==> src/rtl/mem_pkg.sv <==
// Shared encodings, state type and address window for the data-memory access controller.
package mem_pkg;

  // Request size encodings
  localparam logic [1:0] SZ_BYTE = 2'b00;
  localparam logic [1:0] SZ_HALF = 2'b01;
  localparam logic [1:0] SZ_WORD = 2'b10;
  localparam logic [1:0] SZ_RSVD = 2'b11;

  // Default valid data window (inclusive at both ends)
  localparam logic [31:0] MEM_BASE_DEF = 32'h7FF0_0000;
  localparam logic [31:0] MEM_TOP_DEF  = 32'h7FFF_FFFF;

  typedef enum logic [1:0] {
    IDLE  = 2'd0,
    READ  = 2'd1,
    WRITE = 2'd2,
    RESP  = 2'd3
  } state_e;

  // A request faults when its byte address leaves the window, it is misaligned
  // for its size, or it uses the reserved size code.
  function automatic logic access_fault(input logic [31:0] addr,
                                        input logic [1:0]  size,
                                        input logic [31:0] base,
                                        input logic [31:0] top);
    logic f;
    f = (addr < base) || (addr > top);
    case (size)
      SZ_HALF: f = f || addr[0];
      SZ_WORD: f = f || (addr[1:0] != 2'b00);
      SZ_RSVD: f = 1'b1;
      default: f = f;
    endcase
    return f;
  endfunction

endpackage

==> src/rtl/byte_lane_merge.sv <==
// Little-endian lane logic: pulls a byte/half out of a word with sign or zero
// extension, and builds the read-modify-write word for sub-word stores.
module byte_lane_merge
  import mem_pkg::*;
(
  input  logic [31:0] word_i,
  input  logic [31:0] lane_data_i,
  input  logic [1:0]  size_i,
  input  logic [1:0]  offset_i,
  input  logic        sign_i,
  output logic [31:0] load_val_o,
  output logic [31:0] merged_o
);

  logic [7:0]  byte_v;
  logic [15:0] half_v;

  // Lane selection, extension and store merge, all purely combinational
  always_comb begin
    case (offset_i)
      2'd0:    byte_v = word_i[7:0];
      2'd1:    byte_v = word_i[15:8];
      2'd2:    byte_v = word_i[23:16];
      default: byte_v = word_i[31:24];
    endcase
    half_v     = offset_i[1] ? word_i[31:16] : word_i[15:0];
    load_val_o = word_i;
    merged_o   = word_i;
    case (size_i)
      SZ_BYTE: begin
        load_val_o = {{24{sign_i & byte_v[7]}}, byte_v};
        case (offset_i)
          2'd0:    merged_o[7:0]   = lane_data_i[7:0];
          2'd1:    merged_o[15:8]  = lane_data_i[7:0];
          2'd2:    merged_o[23:16] = lane_data_i[7:0];
          default: merged_o[31:24] = lane_data_i[7:0];
        endcase
      end
      SZ_HALF: begin
        load_val_o = {{16{sign_i & half_v[15]}}, half_v};
        if (offset_i[1]) merged_o[31:16] = lane_data_i[15:0];
        else             merged_o[15:0]  = lane_data_i[15:0];
      end
      default: begin
        load_val_o = word_i;
        merged_o   = lane_data_i;
      end
    endcase
  end

endmodule

==> src/rtl/mem_access_ctrl.sv <==
// Initiator towards DATA_MEMORY: one load/store at a time, range/alignment
// checking, load extension and byte/half stores by read-modify-write.
module mem_access_ctrl
  import mem_pkg::*;
#(
  parameter logic [31:0] MEM_BASE = MEM_BASE_DEF,
  parameter logic [31:0] MEM_TOP  = MEM_TOP_DEF
) (
  input  logic        clk,
  input  logic        reset,
  input  logic        req_valid,
  output logic        req_ready,
  input  logic        req_write,
  input  logic [1:0]  req_size,
  input  logic        req_sign,
  input  logic [31:0] req_addr,
  input  logic [31:0] req_wdata,
  output logic        resp_valid,
  output logic [31:0] resp_rdata,
  output logic        resp_fault,
  output logic        mem_write,
  output logic [31:0] mem_addr,
  output logic [31:0] mem_wdata,
  input  logic [31:0] mem_rdata
);

  state_e      state_q, state_d;
  logic        write_q, write_d;
  logic [1:0]  size_q, size_d;
  logic        sign_q, sign_d;
  logic [1:0]  offset_q, offset_d;
  logic [31:0] wdata_q, wdata_d;
  logic        req_ready_q, req_ready_d;
  logic        resp_valid_q, resp_valid_d;
  logic        resp_fault_q, resp_fault_d;
  logic [31:0] resp_rdata_q, resp_rdata_d;
  logic        mem_write_q, mem_write_d;
  logic [31:0] mem_addr_q, mem_addr_d;
  logic [31:0] mem_wdata_q, mem_wdata_d;

  logic [31:0] load_val;
  logic [31:0] merged;

  // Lane logic always works on the live memory word and the captured request
  byte_lane_merge u_lane (
    .word_i      (mem_rdata),
    .lane_data_i (wdata_q),
    .size_i      (size_q),
    .offset_i    (offset_q),
    .sign_i      (sign_q),
    .load_val_o  (load_val),
    .merged_o    (merged)
  );

  // Next-state and next-output logic; every output is registered
  always_comb begin
    state_d      = state_q;
    write_d      = write_q;
    size_d       = size_q;
    sign_d       = sign_q;
    offset_d     = offset_q;
    wdata_d      = wdata_q;
    mem_addr_d   = mem_addr_q;
    mem_wdata_d  = mem_wdata_q;
    mem_write_d  = 1'b0;
    resp_valid_d = 1'b0;
    resp_fault_d = 1'b0;
    resp_rdata_d = 32'h0;
    case (state_q)
      IDLE: begin
        if (req_valid && req_ready_q) begin
          write_d    = req_write;
          size_d     = req_size;
          sign_d     = req_sign;
          offset_d   = req_addr[1:0];
          wdata_d    = req_wdata;
          mem_addr_d = {req_addr[31:2], 2'b00};
          if (access_fault(req_addr, req_size, MEM_BASE, MEM_TOP)) begin
            state_d      = RESP;
            resp_valid_d = 1'b1;
            resp_fault_d = 1'b1;
          end else if (req_write && (req_size == SZ_WORD)) begin
            // Full-word store needs no read of the old contents
            state_d     = WRITE;
            mem_write_d = 1'b1;
            mem_wdata_d = req_wdata;
          end else begin
            state_d = READ;
          end
        end
      end
      READ: begin
        if (write_q) begin
          state_d     = WRITE;
          mem_write_d = 1'b1;
          mem_wdata_d = merged;
        end else begin
          state_d      = RESP;
          resp_valid_d = 1'b1;
          resp_rdata_d = load_val;
        end
      end
      WRITE: begin
        state_d      = RESP;
        resp_valid_d = 1'b1;
      end
      default: begin
        state_d = IDLE;
      end
    endcase
    req_ready_d = (state_d == IDLE);
  end

  // State and output registers; reset aborts any in-flight access at once
  always_ff @(posedge clk or posedge reset) begin
    if (reset) begin
      state_q      <= IDLE;
      write_q      <= 1'b0;
      size_q       <= SZ_BYTE;
      sign_q       <= 1'b0;
      offset_q     <= 2'b00;
      wdata_q      <= 32'h0;
      req_ready_q  <= 1'b1;
      resp_valid_q <= 1'b0;
      resp_fault_q <= 1'b0;
      resp_rdata_q <= 32'h0;
      mem_write_q  <= 1'b0;
      mem_addr_q   <= 32'h0;
      mem_wdata_q  <= 32'h0;
    end else begin
      state_q      <= state_d;
      write_q      <= write_d;
      size_q       <= size_d;
      sign_q       <= sign_d;
      offset_q     <= offset_d;
      wdata_q      <= wdata_d;
      req_ready_q  <= req_ready_d;
      resp_valid_q <= resp_valid_d;
      resp_fault_q <= resp_fault_d;
      resp_rdata_q <= resp_rdata_d;
      mem_write_q  <= mem_write_d;
      mem_addr_q   <= mem_addr_d;
      mem_wdata_q  <= mem_wdata_d;
    end
  end

  assign req_ready  = req_ready_q;
  assign resp_valid = resp_valid_q;
  assign resp_fault = resp_fault_q;
  assign resp_rdata = resp_rdata_q;
  assign mem_write  = mem_write_q;
  assign mem_addr   = mem_addr_q;
  assign mem_wdata  = mem_wdata_q;

endmodule

==> config.mk <==
export PLATFORM = sky130hd
export DESIGN_NAME = mem_access_ctrl
export DESIGN_NICKNAME = d
export VERILOG_FILES = /design/src/rtl/mem_pkg.sv /design/src/rtl/byte_lane_merge.sv /design/src/rtl/mem_access_ctrl.sv
export SDC_FILE = /design/constraint.sdc
export NUM_CORES = 1
export LEC_CHECK = 0
export CAP_MARGIN = 5
export CORE_UTILIZATION = 28
export CTS_CLUSTER_SIZE = 16
export DETAILED_ROUTE_END_ITERATION = 16
export GPL_TIMING_DRIVEN = 0
export PLACE_DENSITY = 0.5
export SLEW_MARGIN = 10
export SYNTH_ARGS = -nofsm -noshare
export SYNTH_HDL_FRONTEND = slang
export SYNTH_SLANG_ARGS = --single-unit
==> constraint.sdc <==
create_clock -name clk -period 5.4 [get_ports clk]
set_input_delay 0.54 -clock clk [delete_from_list [all_inputs] [get_ports clk]]
set_output_delay 0.54 -clock clk [all_outputs]
set_load 0.05 [all_outputs]
Yosys cells after proc, flatten, opt, wreduce, memory -nomap -nowiden:

Index checks and enable logic that the tools add are counted.

* bits of input ports: 103
* bits in registers: 138

* multiplexer cells: 35
* reductions and logical operators: 14
* bitwise gates (word level): 2
* equality and inequality tests: 12
* $lt $le $gt $ge: 2

Operators with widths (number)
* $mux 32: 6
* $pmux 32 s2: 3
* $mux 16: 3
* $gt 32x31->1 const B: 1
* $lt 32x31->1 const B: 1
* $mux 8: 4
* $pmux 8 s3: 1
* $mux 1: 11
* $eq 2x1->1 const B: 4
* $eq 2x2->1 const B: 4
* $logic_not 2->1: 4
* $ne 2x2->1 const B: 4
* $mux 2: 3
* $pmux 1 s3: 2
* $pmux 2 s3: 1
* $reduce_and 5->1: 1
* $reduce_bool 2->1: 2
* $logic_or 1x1->1: 3
* $reduce_or 3->1: 1
* $and 1x1->1: 2
* $logic_and 1x1->1: 2
* $pmux 1 s2: 1
* $reduce_and 2->1: 1

Depth between registers and ports, before layout:

Gate-level depths: netlist of the first run.

* depth in word-level cells: 10
* depth in mapped cells: 8
* gate-level depth less buffers: 7

Modules after synthesis:

A second synthesis of the first run with hierarchy kept.

* cell total of the unflattened synthesis: 617
* area total of the unflattened synthesis: 7659.8 um^2

Modules (own cells, without submodules)
* mem_access_ctrl: times used 1, cells an instance 367, area an instance 5746.8 um^2
* byte_lane_merge: times used 1, cells an instance 250, area an instance 1913.1 um^2

Worst setup path before layout of the first run:

Ideal clock, no wire load.

* kind: input-to-reg
* start point: in req_size[0]
* end point: reg mem_wdata_q[0] (netlist: mem_wdata[0])
* setup slack: 3.376 ns
* required time: 5.272 ns
* data arrival time: 1.897 ns
* cell stages on the path: 8
* cells stage by stage: inv_1 ha_1 a21o_1 a21oi_1 o21ai_2 o22ai_4 buf_6 mux2_1

* cells in the longest elaborated chain, start to end: 6

RTL lines
* start, declared: line mem_access_ctrl.sv:14 `input logic [1:0] req_size,`
* $eq 2x2->1 (tied with other cells): line mem_pkg.sv:29 `case (size)`
* $pmux 1 s3: line mem_pkg.sv:29
* $mux 1: line mem_access_ctrl.sv:71 `if (req_valid && req_ready_q) begin`
* $mux 1: line mem_access_ctrl.sv:69 `case (state_q)`
* $ne 2x2->1 (no line)
* $reduce_and 5->1 (no line) *
* end signal, assigned: line mem_access_ctrl.sv:143 `mem_wdata_q <= mem_wdata_d;`
* end, declared: line mem_access_ctrl.sv:39 `logic [31:0] mem_wdata_q, mem_wdata_d;`

Every way passes the cells marked *; elsewhere a longest branch is shown, timed or not. The select of a mux whose other input is x is not followed.
A chain may end at the register's enable or synchronous reset.

Worst setup path in the final report of the first run:

* start point: in req_size[0]
* end point: reg mem_wdata_q[1] (netlist: mem_wdata[1])

Same word-level chain as after synthesis.

==> results of run 1 <==
layer usage:
metal / routed length (um) / global-route usage / up-vias
met4: 638 / 0.07536 / 2
li1: - / - / 3001
met3: 1573 / 0.04515 / 46
met2: 10910 / 0.3126 / 236
met5: 13 / 0 / -
met1: 11220 / 0.2773 / 3033
worst max-delay path, stage by stage:
cell and delay (ns):
clkdlybuf4s50_1 0.51, inv_1 0.07, ha_1 0.21, a21o_1 0.18, a21oi_1 0.17, o21ai_2 0.13
o22ai_4 0.31, buf_6 0.23, mux2_1 0.33
cell families after synthesis:
group | after synthesis
and+or+nand+nor | 290
AOI/OAI and AO/OA | 182
DFF | 138
buffers and inverters | 98
muxes | 42
adders and majority gates | 7
other | 1
final timing paths:
path                              start      endpoint
max in group asynchronous         reset     req_ready
min reg2reg                mem_addr[26]  mem_addr[26]
max reg2reg                  state_q[0]  mem_wdata[1]
max                         req_size[0]  mem_wdata[1]
min                        mem_addr[26]  mem_addr[26]
min in group asynchronous         reset  mem_wdata[1]
cell usage after synthesis (4+ instances only):
master | n | area share
buf_1 | 4 | 0.0022
nand2_1 | 249 | 0.14
a21oi_1 | 28 | 0.021
mux2i_1 | 17 | 0.025
a311oi_1 | 9 | 0.012
ha_1 | 7 | 0.013
a22oi_1 | 7 | 0.0078
o22ai_1 | 23 | 0.021
a221oi_1 | 7 | 0.0091
o221a_2 | 7 | 0.012
nor2_1 | 28 | 0.016
dfrtp_1 | 137 | 0.51
clkbuf_1 | 34 | 0.019
mux2_2 | 22 | 0.037
buf_6 | 4 | 0.0067
nor2b_1 | 4 | 0.0037
a31oi_1 | 24 | 0.022
buf_4 | 4 | 0.0045
a21o_1 | 10 | 0.011
o21ai_0 | 54 | 0.040
inv_1 | 40 | 0.022
buf_2 | 10 | 0.0074
sequential cells by signal (all words and copies together), names as in the netlist, 2 cells and up:
name,flops
mem_addr,30
resp_rdata,32
offset_q,2
mem_wdata,32
size_q,2
state_q,2
wdata_q,32
where the power goes:
group          leakage, nW  internal, mW  switching, mW  total (mW)
sequential            1.74          1.46          0.293        1.76
clock                0.271         0.653          0.473        1.13
combinational         2.31          1.17           2.34        3.51
per-stage QoR:
stage / cell area (sq um) / total power, mW / hold WS [ns] / utilization
final: 9724 / 6.397 / 0.4737 / 0.4131
after global routing: 9724 / 6.766 / 0.4920 / 0.4131
after CTS: 9724 / 6.431 / 0.4759 / 0.4131
after detailed placement: 9168 / 5.271 / 0.4610 / 0.3894
after global placement: 9133 / 5.263 / 0.4562 / 0.3879
after floorplan: 6731 / 4.020 / 0.4447 / -
area by class of cell:
cell class / instances / area [sq um] / area share
flip-flops and latches: 138 / 3455 / 0.3552
multi-input cells: 523 / 2851 / 0.2932
repair buffers: 201 / 2029 / 0.2087
clock buffers: 20 / 456.7 / 0.04696
well taps: 319 / 399.1 / 0.04104
plain buffers: 56 / 267.8 / 0.02753
inverters: 42 / 165.2 / 0.01698
clock inverters: 12 / 100.1 / 0.01029
==> flow_summary.ini, run 1 <==
[worst_hold_path]
hold_class = reg2reg
hold_path_depth = 2

[route]
wirelength_mm = 24.36
antenna_left = 0
drcViolationCount = 0
drtIter0Drc = 429
vias_per_cell = 4.819
dr.pass1.iters = 5
num_vias = 6318
wl_per_cell_um = 18.58

[sta]
relSlewSlack = 0.5600
fin_ws_ns = 3.008
fin_crit_ns = 2.392
period_share = 0.4429
tightest_slew_ns = 0.6600
slew_violations = 0
hold_viol_final = 0
rsz0062_at_grt = false
tns_ns = 0
fin_skew_ns = 0.01694
setup-violations-final = 0
fmax_mhz = 418.1

[setup_path]
endpoint_kind = flop
path_class = in2reg
required_ns = 5.70
ff2ff_path_depth = 8
worstPathArrival_ns = 2.70
critical_path_peak_fanout = 10
r2r_slack_ns = 3.16
cp-start-kind = input port

[logic_synthesis]
ys_warn_count = 0
ys_types = 43
synthSimpleGateAreaFrac = 0.1666
synth_fa_ha_area_frac = 0.01302
ys_seq_area_frac = 0.5135
syn_area_sq_um = 6728
post_synth.cell_area_avg_sq_um = 8.876
postSynth.asyncResetShare = 1.000
synth-edff-count = 0
synth_compound_area_frac = 0.1754
ys.flop_type = dfrtp_1
synthMuxAreaShare = 0.06770
ys_ff_latch = 138
syn_inst = 758
synth_xor_xnor_area_share = 0
synth_top_family_by_area = compound AO/OA/AOI/OAI gates

[global_routing]
grt_pass1_vias = 6403
grt_max_degree = 85
grt_antenna_before_repair = 1
grt_pass1_wl_mm = 36.85
grt_remaining_overflow = 0
grt_usage = 0.2028

[floorplan]
die-area_sq_um = 24650
rows = 56
io_pins = 203
start_util = 0.2858
die_h_um = 157.0
fp.dieW_um = 157.0
core_area_sq_um = 23540

[layout]
area_delta_synth_final_pct = 44.54
fin_cells = 1311
layout_commonest_cell = nand2_1
antenna_cells = 0
final_cell_mix = 249 x nand2_1, 200 x clkdlybuf4s50_1, 137 x dfrtp_1, 54 x o21ai_0, 39 x inv_1
final_nets = 1089
layout-drive-gt1-share = 0.08871
n_fill_cell = 2449

[placed_design]
finalWeightedCongestion = 0.9394
place_ws_ns = 2.546
numPlacedInstances = 1279
place_hpwl_mm = 17.97
port_buffers = 200

[clock_tree]
numCtsBuffers = 17
clockRootBuffer = clkbuf_16
postCtsHoldBufs = 0
clock-sinks = 138
htreeDepth = 4
cts-resized-gates = 0
clk_pin_slew_ns = 0.06
cts_tree = yes
ctsLongestPathBuffers = 2
clock_latency_ns = 0.43
postCtsSetupBuffers = 0

[power]
vdd_drop_max_v = 0.0002852
p_leak_nw = 4.321
cellPowerDensity_nw_per_um2 = 657.8

[flow_run]
cap_violations = 0

[run_status]
status = finished, final reports clean
Note: power is estimated with default switching activity, not from simulation.
==> run 2: changes to the inputs <==
--- a/config.mk
+++ b/config.mk
@@ -10,7 +10,7 @@
 export CTS_CLUSTER_SIZE = 16
 export DETAILED_ROUTE_END_ITERATION = 16
 export GPL_TIMING_DRIVEN = 0
-export PLACE_DENSITY = 0.5
+export PLACE_DENSITY = 0.52
 export SLEW_MARGIN = 10
 export SYNTH_ARGS = -nofsm -noshare
 export SYNTH_HDL_FRONTEND = slang
==> constraint.sdc (replaced) <==
create_clock -name clk -period 2.1 [get_ports clk]
set_input_delay 0.21 -clock clk [delete_from_list [all_inputs] [get_ports clk]]
set_output_delay 0.21 -clock clk [all_outputs]
set_load 0.05 [all_outputs]
==> run 2 against run 1 <==
Effect of this change: sequential share of layout area is 0.39 points lower; die area stayed put; clock-buffer cell count is 2 higher; cell area is 1.1% higher; power grew to 2.6 times the previous value; utilization is 0.47 points higher; global-route usage is 0.070 points lower; first-iteration DRC count is 7.5% higher; sequential power grew to 2.6 times the previous value; critical path type is now reg2reg.
==> flow_summary.ini, run 2 (synthesis results as in run 1) <==
[sta]
tns_ns = 0
fmax_mhz = 489.3
hold_viol_final = 0
period_share = 0.9732
tightest_slew_ns = 0.5973
fin_skew_ns = 0.008925
fin_crit_ns = 2.044
rsz0062_at_grt = true
slew_violations = 0
setup-violations-final = 0
hold_slack_ns = 0.1464
relSlewSlack = 0.6018

[layout]
area_delta_synth_final_pct = 46.20
fin_util = 0.4178
layout-drive-gt1-share = 0.1128
layout_commonest_cell = nand2_1
final_nets = 1095
final_cell_mix = 249 x nand2_1, 200 x clkdlybuf4s50_1, 136 x dfrtp_1, 53 x o21ai_0, 37 x inv_1

[setup_path]
r2r-start = size_q[0]
critPathMaxStageDelay_ns = 0.46
required_ns = 2.40
worstPathArrival_ns = 2.34
endpoint_kind = flop
timing.rr.end = mem_wdata[19]
cp_top_family = compound AO/OA/AOI/OAI gates
crit_chain = nand2b_1, buf_2, clkbuf_1, a311oi_1, o22ai_1, mux2_2
r2r_slack_ns = 0.06
path_class = reg2reg
critical_path_peak_fanout = 10
ff2ff_path_depth = 6
cp_num_buf_inv = 2
critPathSlowestCell = a311oi_1
cp-start-kind = flop

[clock_tree]
clockRootBuffer = clkbuf_16
ctsLongestPathBuffers = 2
htreeDepth = 4
clk_pin_slew_ns = 0.06
clock_latency_ns = 0.42
postCtsHoldBufs = 0
clock-sinks = 138
cts_tree = yes
numCtsBuffers = 17

[floorplan]
die-area_sq_um = 24650
die_h_um = 157.0
start_util = 0.2858
io_pins = 203
core_area_sq_um = 23540
rows = 56
fp.dieW_um = 157.0

[placed_design]
place_hpwl_mm = 18.16
finalWeightedCongestion = 0.9538
port_buffers = 200

[global_routing]
grt_usage = 0.2021
grt_max_degree = 39
grt_remaining_overflow = 0
grt_pass1_wl_mm = 36.98
grt_pass1_vias = 6379
grt_antenna_before_repair = 1

[route]
vias_per_cell = 4.787
num_vias = 6285
wirelength_mm = 24.12
drtIter0Drc = 461
dr.pass1.iters = 5
antenna_left = 0
drcViolationCount = 0
wl_per_cell_um = 18.37

[power]
vdd_drop_max_v = 0.0006110
power.total_mw = 16.43
cellPowerDensity_nw_per_um2 = 1670
p_leak_nw = 4.393

[worst_hold_path]
hold_class = in2async

[flow_run]
cap_violations = 0

[run_status]
status = finished, final reports clean
==> run 2: cell count changes in the layout (fill, tap and decap cells not counted), moves of 3 or more <==
cell	before	now
a311oi_2	0	3
a311oi_1	9	6
buf_12	0	5
clkbuf_1	35	23
clkbuf_2	0	15
==> run 2: routing by layer <==
metal / GRT usage / part of all wire
met2: 0.3172 / 0.45
met4: 0.06842 / 0.022
met5: 0 / 0
met3: 0.04653 / 0.069
met1: 0.2732 / 0.46
==> run 2: how the worst max path moves through the flow <==
stage | cells past startpoint | start | slack (ns) | to
5_1_grt | 6 | size_q[1] | -0.008 | resp_rdata[24]
3_3_place_gp | 2 | reset | -1.27 | mem_addr[9]
2_1_floorplan | 8 | state_q[0] | 0.16 | mem_wdata[0]
4_1_cts | 9 | state_q[1] | 0.04 | mem_wdata[19]
3_5_place_dp | 9 | req_size[0] | -0.44 | mem_wdata[0]
6_report | 6 | size_q[0] | 0.06 | mem_wdata[19]
==> run 2: power breakdown <==
| part | leakage [nW] | switching [mW] | internal, mW |
|---|---|---|---|
| Combinational | 2.40 | 6.05 | 3.13 |
| Clock | 0.251 | 1.11 | 1.62 |
| Sequential | 1.74 | 0.755 | 3.77 |
| Total | 4.39 | 7.91 | 8.52 |
==> run 2: timing repair <==
item	CTS	global route
pin swaps	1	2
gates resized for setup	10	28
buffers inserted	2	1
endpoints found under the setup margin	63	71
==> run 2: per-stage QoR <==
stage | setup WS (ns) | instances | instance area [sq um]
2_1_floorplan | 0.1566 | 759 | 6735
3_3_place_gp | -1.270 | 1278 | 9136
3_5_place_dp | -0.4372 | 1282 | 9216
4_1_cts | 0.03767 | 1311 | 9762
5_1_grt | -0.008280 | 1313 | 9836
6_report | 0.05630 | 1313 | 9836
==> run 2: area by class of cell <==
type,count,area (sq um)
fill,2390,13710
sequential,138,3456
multi-input combinational,523,2907
timing repair buffer,207,2117
clock buffer,22,454.2
tap,319,399.1
buffer,56,289.0
inverter,42,161.4
clock inverter,5,50.05
antenna,1,2.502
==> run 3: changes to the inputs <==
--- a/config.mk
+++ b/config.mk
@@ -15,3 +15,4 @@
 export SYNTH_ARGS = -nofsm -noshare
 export SYNTH_HDL_FRONTEND = slang
 export SYNTH_SLANG_ARGS = --single-unit
+export TNS_END_PERCENT = 50
==> run 3 against run 2 <==
Effect of this change: register-to-register slack better by 0.04 ns; hold slack worse by 0.0035 ns; die area did not move; sequential power about the same; clock power about the same; clock skew is 0.0010 ns lower; first-iteration DRC count fell by 5.9%; non-clock buffer count is the same; global-route usage did not move; sequential cell count is the same; sequential share of layout area barely moved; cell area about the same; critical endpoint unchanged.
==> flow_summary.ini, run 3 (synthesis results as in run 1) <==
[setup_path]
critPathSlowestCell = a311oi_1
cp-start-kind = flop
cp_top_family = compound AO/OA/AOI/OAI gates
worstPathArrival_ns = 2.30
critical_path_peak_fanout = 10
path_class = reg2reg
ff2ff_path_depth = 6
critPathMaxStageDelay_ns = 0.44
r2r_slack_ns = 0.1
required_ns = 2.40
crit_chain = nand2b_1, buf_2, clkbuf_1, a311oi_1, o22ai_1, mux2_2
cp_num_buf_inv = 2
endpoint_kind = flop
crit_cells = 6

[sta]
rsz0062_at_grt = true
relSlewSlack = 0.5717
period_share = 0.9546
hold_viol_final = 0
fin_crit_ns = 2.005
fin_skew_ns = 0.007911
fmax_mhz = 498.8
tightest_slew_ns = 0.6425
slew_violations = 0
setup-violations-final = 0

[global_routing]
grt_pass1_vias = 6379
grt_usage = 0.2021
grt_remaining_overflow = 0
grt_antenna_before_repair = 1
grt_pass1_wl_mm = 36.98
grt_max_degree = 39

[route]
dr.pass1.iters = 5
antenna_left = 0
drcViolationCount = 0
wl_per_cell_um = 18.32
drtIter0Drc = 434
vias_per_cell = 4.797
num_vias = 6299
wirelength_mm = 24.05

[clock_tree]
clockRootBuffer = clkbuf_16
ctsLongestPathBuffers = 2
clock_latency_ns = 0.42
clk_pin_slew_ns = 0.06
cts_tree = yes
clock-sinks = 138
numCtsBuffers = 17
htreeDepth = 4

[layout]
area_delta_synth_final_pct = 46.07
layout-drive-gt1-share = 0.1118
layout_commonest_cell = nand2_1
final_nets = 1095
n_fill_cell = 2393
design_area_sq_um = 9827
final_cell_mix = 249 x nand2_1, 200 x clkdlybuf4s50_1, 136 x dfrtp_1, 53 x o21ai_0, 37 x inv_1

[floorplan]
die-area_sq_um = 24650
io_pins = 203
core_area_sq_um = 23540
start_util = 0.2858
rows = 56
die_h_um = 157.0
fp.dieW_um = 157.0

[placed_design]
port_buffers = 200
finalWeightedCongestion = 0.9538
place_area_sq_um = 9216
place_hpwl_mm = 18.16

[power]
vdd_drop_max_v = 0.0006087
cellPowerDensity_nw_per_um2 = 1668
power.total_mw = 16.40
p_leak_nw = 4.389

[flow_run]
cap_violations = 0

[worst_hold_path]
hold_class = in2async

[run_status]
status = finished, final reports clean
==> run 3: cell types whose count changed in the layout (fill, tap and decap cells not counted) <==
cell	delta
a21oi_4	-1
clkbuf_1	+1
a21oi_2	+1
clkbuf_2	-1
==> run 3: final timing paths <==
kind | start | to
setup / recovery | size_q[0] | mem_wdata[19]
hold / removal | reset | wdata_q[14]
setup reg to reg | size_q[0] | mem_wdata[19]
hold reg to reg | wdata_q[16] | wdata_q[16]
max in group asynchronous | reset | req_ready
min in group clk | req_addr[8] | mem_addr[8]
==> run 3: layer usage <==
metal,global-route usage,part of all wire
met5,0,0
met4,0.06842,0.022
met3,0.04653,0.075
met2,0.3172,0.45
met1,0.2732,0.45
==> run 3: what timing repair did <==
item,in CTS,in global routing
buffers inserted,2,1
endpoints found under the setup margin,63,71
hold buffers,0,0
resized for setup,10,25
pin swaps,1,2
endpoints found under the hold margin,0,0
==> run 3: report_power, final <==
group	leakage (nW)	internal [mW]	switching [mW]	total, mW
registers	1.74	3.77	0.754	4.52
logic	2.40	3.12	6.03	9.16
clock network	0.251	1.62	1.10	2.72
total	4.39	8.51	7.89	16.4
==> run 3: final cells by class <==
cell class | count | area, sq um | share of cell area
inverter | 42 | 161.4 | 0.01642
clock inverter | 5 | 50.05 | 0.005093
clock buffer | 22 | 454.2 | 0.04622
tap | 319 | 399.1 | 0.04062
multi-input combinational | 523 | 2899 | 0.2950
antenna | 1 | 2.502 | 0.0002546
timing repair buffer | 207 | 2117 | 0.2154
sequential | 138 | 3456 | 0.3517
buffer | 56 | 287.8 | 0.02928
==> run 3: through the flow <==
step                      hold WS (ns)  setup TNS (ns)  utilization  cells  setup slack (ns)
after floorplan                 0.3154               0            -    759            0.1566
after global placement          0.4573         -184.88       0.3881   1278            -1.270
after detailed placement        0.4622          -13.67       0.3915   1282           -0.4372
after CTS                       0.1498               0       0.4146   1311           0.03767
after global routing            0.1751         -0.1385       0.4174   1313          -0.03418
final                           0.1429               0       0.4174   1313           0.09534
